**src/rtl/seq_detect_param.sv**
```systemverilog
// Parametrised Moore serial-pattern detector with valid-qualified input and run-time overlap select.
// Optional saturating match counter enabled by defining SEQDET_MATCH_CNT_EN.
module seq_detect_param #(
  parameter int unsigned          PAT_W   = 4,
  parameter logic [PAT_W-1:0]     PATTERN = 4'b1010,
  parameter int unsigned          CNT_W   = 8
) (
  input  logic             clk,
  input  logic             reset,
  input  logic             x,
  input  logic             x_valid,
  input  logic             clear,
  input  logic             overlap,
  output logic             z,
  output logic [CNT_W-1:0] match_cnt
);

  localparam int unsigned       FILL_W = $clog2(PAT_W + 1);
  localparam logic [FILL_W-1:0] FULL   = FILL_W'(PAT_W);

  if (PAT_W < 2 || PAT_W > 16) begin : g_bad_width
    $error("seq_detect_param: PAT_W must be in 2..16");
  end

  logic [PAT_W-1:0]  hist, hist_nxt, nh;
  logic [FILL_W-1:0] fill, fill_nxt, nf;
  logic              z_nxt;
  logic              hit;

  always_ff @(posedge clk or posedge reset) begin
    if (reset) begin
      hist <= '0;
      fill <= '0;
      z    <= 1'b0;
    end else begin
      hist <= hist_nxt;
      fill <= fill_nxt;
      z    <= z_nxt;
    end
  end

  // fill gates the compare, so stale history bits can never produce a hit.
  always_comb begin
    hist_nxt = hist;
    fill_nxt = fill;
    z_nxt    = 1'b0;
    hit      = 1'b0;
    nh       = {hist[PAT_W-2:0], x};
    nf       = (fill == FULL) ? FULL : fill + FILL_W'(1);
    if (clear) begin
      fill_nxt = '0;
    end else if (x_valid) begin
      hit      = (nf == FULL) && (nh == PATTERN);
      hist_nxt = nh;
      z_nxt    = hit;
      fill_nxt = (hit && !overlap) ? '0 : nf;
    end
  end

`ifdef SEQDET_MATCH_CNT_EN
  always_ff @(posedge clk or posedge reset) begin
    if (reset) begin
      match_cnt <= '0;
    end else if (clear) begin
      match_cnt <= '0;
    end else if (hit && (match_cnt != '1)) begin
      match_cnt <= match_cnt + CNT_W'(1);
    end
  end
`else
  assign match_cnt = '0;
`endif

endmodule

```
**config.mk**
```make
export PLATFORM = sky130hd
export DESIGN_NAME = seq_detect_param
export DESIGN_NICKNAME = d
export VERILOG_FILES = /design/src/rtl/seq_detect_param.sv
export SDC_FILE = /design/constraint.sdc
export NUM_CORES = 1
export LEC_CHECK = 0
export CORE_AREA = 8 8 45 47
export CTS_CLUSTER_SIZE = 14
export DETAILED_ROUTE_END_ITERATION = 12
export DIE_AREA = 0 0 53 55
export HOLD_SLACK_MARGIN = 0.1
export SLEW_MARGIN = 20
export SYNTH_ARGS = -nofsm -noshare
export SYNTH_HDL_FRONTEND = slang
export SYNTH_SLANG_ARGS = --single-unit
```
**constraint.sdc**
```tcl
create_clock -name clk -period 1.35 [get_ports clk]
set_clock_uncertainty 0.2 [all_clocks]
set_input_delay 0.2025 -clock clk [delete_from_list [all_inputs] [get_ports clk]]
set_output_delay 0.2025 -clock clk [all_outputs]
set_load 0.02 [all_outputs]
```
* Word-level counts from Yosys, hierarchy flattened
Cells that the tools add are included.
Widths: inputs -> output; s select.
** Storage, ports and cells
- Register bits after elaboration :: 7
- Input bits :: 6
- Output and inout bits :: 9
- Logic and storage cells :: 19
** Operators by class
- Add/sub/neg operators :: 1
- Equality and inequality tests :: 3
- Mux-type cells :: 6
- Bitwise gates (word level) :: 1
- Reduce and logical (&&, ||, !) cells :: 5
** Operators by type and width (number)
- $mux 3 :: 4
- $eq 3x3->1 const B :: 2
- $eq 4x4->1 const B :: 1
- $add 3x1->3 const B :: 1
- $logic_and 1x1->1 :: 2
- $mux 1 :: 2
- $reduce_and 2->1 :: 1
- $reduce_bool 2->1 :: 1
- $logic_not 1->1 :: 1
- $not 1->1 :: 1

* Logic depth before layout (Yosys ltp)
- Depth in word-level cells :: 8
- Gate-level depth with buffers :: 5
- Gate-level depth less buffers :: 5

* Worst setup path before layout
No wires, ideal clock.
- Path type :: register -> register
- Start :: register fill[0]
- End :: register fill[2]
- Library setup time :: 0.131 ns
- Data arrival time :: 1.142 ns
- Path slack :: -0.123 ns
- Cell stages (with the launch flop) :: 6
- Path buffers :: 0
- Period minus slack after synthesis :: 1.473 ns
- Path through :: dfrtp_1 > inv_1 > ha_1 > nor3b_1 > and4b_1 > o32ai_1
** On the way
- Longest elaborated chain between the ends :: 8
- Elaborated cells between the ends (all ways) :: 9
- Classes of those cells :: 1 x add/sub; 2 x eq/ne; 4 x mux; 2 x reduce/logical
** RTL lines
- from (decl) :: line 26 : logic [FILL_W-1:0] fill, fill_nxt, nf;
- from (signal assigned) :: line 37 : fill <= fill_nxt;
- $add 3x1->3 or $eq 3x3->1 (tied branches) :: line 49 : nf = (fill == FULL) ? FULL : fill + FILL_W'(1);
- $mux 3 * :: line 49
- $eq 3x3->1 :: line 53 : hit = (nf == FULL) && (nh == PATTERN);
- $logic_and 1x1->1 :: line 53
- $logic_and 1x1->1 :: line 56 : fill_nxt = (hit && !overlap) ? '0 : nf;
- $mux 3 * :: line 56
- $mux 3 * :: line 52 : end else if (x_valid) begin
- $mux 3 * :: line 50 : if (clear) begin
Mark *: on every way between the ends. The rest lies on a longest branch, timed or not. The select of a mux whose other input is x is not followed.
A chain may end at the register's enable or synchronous reset.

* Final worst setup path
Ends and elaborated chain as after synthesis.

==> impl_results.md <==
- Total gr overflow: 0
- Ratio of cells with drive above 1 in the final layout: ~27%
- Flop2flop setup slack: -0.07 ns
- Clock power frac: between 30% and 40%
- Synth unique cells: 19
- Vias in the first global route: slightly below 400
- Routability Congestion: 0.771
- RSZ-0062 raised after global routing: true
- Combinational Power Share: 23.3%
- Critical R2R Launch: fill[0]$_DFFE_PP0P_
- Worst-Skew Late Latency: 0.26 ns
- Clk slew on worst S/H paths: roughly 0.060 ns
- P_leak: 0.292 nW
- Avg Cell Area, Syn: between 9 and 10 um2
- Sw frac: 29.1%
- Register area share after synthesis: 39.3%
- Synth Instances: 49
- Placeable Area: between 1000 and 1500 um2
- Levels on crit path: 5
- Critical-path maximum fanout: 3
- Num ports: 15
- Synthesized cell area: between 400 and 500 um2
- Rows: 14
- H-Tree Level Count: 1
- DRT iter0 DRCs: 2
- Cell family with most CP delay: flip-flops
- CTS Root Cell: clkbuf_4
- Hold path depth: 2
- Post-Synth Adder-Cell Area: 5.62%
- # setup viols final: 2
- Upper clock frequency limit: slightly above 700 MHz
- Synth Area in Compound Gates: 8.99%
- Worst slack at placement: -0.0930 ns
- Drt via density: between 4 and 5
- Tcrit/Tclk final: 105%
- Critical path class: flip-flop to flip-flop
- Reg2Reg Depth: 5
- CTS tree: yes
- Initial antenna violation count: 0
- Diodes inserted: 0
- Register share of total power: a little over two fifths
- Final wirelength: 912 um
- Flops & latches, synth: 7
- Worst path arrival time: 1.36 ns
- CP Launch Type: flip-flop
- Simple-gate share of the synthesized area: roughly a quarter
- Cts bufs inserted: 3
- Commonest non-fill, non-tap cells in the layout: nand2_1 (10), conb_1 (8), buf_4 (8)
- Worst vdd ir: 0.408 mV
- Critical-path top delay cell: dfrtp_1
- Detailed-route via count: 353
- NumNets Final: 76
- Run status: finished with violations
- Final Hold Slack: between 0.2 and 0.3 ns
- First-pass GRT wire length: about 1500 um
- Drt drc: 0
- Layout area overhead: 38.8%
- Post-synthesis mux area share: 2.25%
- Critical Path Sink Type: flip-flop
- Clk sinks: 7
- Die X: 53 um
- CP bufs+invs: 1
- Critical Path End: fill[2]$_DFFE_PP0P_
- Minimum clock period: 1.42 ns
- Cells along the critical path: inv_2, ha_4, nor3b_2, and4b_1, o32ai_1
- Max incr delay on CP: 0.41 ns
- Gr usage total: roughly 7.3%
- Setup tns final: -0.0762 ns
- Initial core utilization: 32.2%
- Yosys warns: 0
- Routed len/inst: 11.0 um
- Die Ht: 55 um
- Int Pwr: 408 uW
- Final hold vios: 0
- Finished Cell Area: about 620 um2
- Setup crit start: fill[0]$_DFFE_PP0P_
- Largest family of logic cells by synthesized area: simple AND/OR/NAND/NOR gates
- Fin. max-slew vios: 0
- Drt pass-1 iters: 4
- Crit path required time: 1.29 ns
- Post-synthesis xor/xnor area fraction: 0%
- Hold crit path type: flip-flop to flip-flop
- IO Port Bufs: 6
- Violated checks: setup timing
- Reg-to-Reg End: fill[2]$_DFFE_PP0P_
- Largest net degree at the start of global routing: 8
- P_sw: roughly 170 uW
- CTS Buffer Depth: 2
- Max cap viols: 0
- Detail Placement HPWL: 745 um
- Most common cell after layout, fill and taps aside: nand2_1
- Placement Cell Area: 562 um2
- Post-route ant nets: 0
- Pwr Density: 931 nW/um2
- Min setup slack post-route: -0.0686 ns
- Die area: 2920 um2
cell type report:
class	instances	area (um2)
Fill cell	134	766
Multi-Input combinational cell	37	251
Sequential cell	7	175
Timing Repair Buffer	15	130
Clock buffer	4	26.3
Tap cell	16	20.0
Inverter	4	15.0
tightest hold or removal path: stages, from the launching register on:
cell and delay [ns]:
dfrtp_1 0.34, nand2_1 0.05, nand2_1 0.06
metal layers:
| layer | vias to the layer above | global-route usage (%) | share of wire [%] |
|---|---|---|---|
| li1 | 179 | - | - |
| met1 | 160 | 7.12 | 39 |
| met2 | 10 | 12.3 | 52 |
| met3 | 4 | 1.60 | 6.4 |
| met4 | 0 | 7.76 | 2.4 |
| met5 | - | 0 | 0 |
power groups by stage:
stage	clock network (mW)	registers [mW]	logic, mW
floorplan	0	0.245	0.0967
global placement	0	0.247	0.126
detailed placement	0	0.248	0.126
CTS	0.207	0.244	0.131
global route	0.220	0.247	0.151
finish	0.198	0.244	0.134
worst min-delay path by stage:
stage | start | end | slack [ns]
CTS | hist[2]$_DFFE_PP0P_ | hist[2]$_DFFE_PP0P_ | 0.29
floorplan | reset | fill[0]$_DFFE_PP0P_ | -0.19
detailed placement | reset | z$_DFF_PP0_ | 0.26
global route | hist[1]$_DFFE_PP0P_ | hist[1]$_DFFE_PP0P_ | 0.33
global placement | reset | z$_DFF_PP0_ | 0.26
finish | hist[2]$_DFFE_PP0P_ | hist[2]$_DFFE_PP0P_ | 0.29
stage by stage:
stage | std cells | power [mW] | util (%)
after CTS | 82 | 0.582 | 44.0
final | 83 | 0.576 | 44.7
after global placement | 77 | 0.372 | 40.6
after floorplan | 56 | 0.341 | -
after detailed placement | 77 | 0.374 | 40.6
after global routing | 83 | 0.617 | 44.7
cell usage after synthesis:
| library cell | instances | share of area, % |
|---|---|---|
| nand2_1 | 10 | 8.4 |
| buf_4 | 8 | 13 |
| dfrtp_1 | 7 | 39 |
| inv_1 | 4 | 3.4 |
| nor2_1 | 3 | 2.5 |
| a21oi_1 | 2 | 2.2 |
| ha_1 | 2 | 5.6 |
| nand2b_1 | 2 | 2.8 |
| and2b_4 | 1 | 2.2 |
| and4b_1 | 1 | 2.2 |
| conb_1 | 1 | 0.84 |
| mux2i_1 | 1 | 2.2 |
| nand3_1 | 1 | 1.1 |
| nand3b_1 | 1 | 1.7 |
| nand4b_1 | 1 | 2.0 |
| nor2b_1 | 1 | 1.4 |
| nor3b_1 | 1 | 1.7 |
| o211ai_4 | 1 | 4.8 |
| o32ai_1 | 1 | 2.0 |
timing repair:
item                                    4_1_cts  5_1_grt
hold endpoints to repair                      7        0
pin swaps                                     1        0
setup buffers                                 0        1
endpoints found under the setup margin        3        3
hold buffers                                  1        0
gates resized for setup                       3        1
cloned                                        0        0
logic make-up (layout without fill, tap and decap cells):
group / after synthesis / count (layout)
adders and majority gates: 2 / 2
other: 1 / 8
AOI/OAI and AO/OA: 4 / 4
and+or+nand+nor: 22 / 22
buffers and inverters: 12 / 23
DFF: 7 / 7
muxes: 1 / 1
state kept, by name, summed over array words and instances, names as in the netlist:
name / count
fill: 3
z: 1
hist: 3
Note: power is estimated with default switching activity, not from simulation.
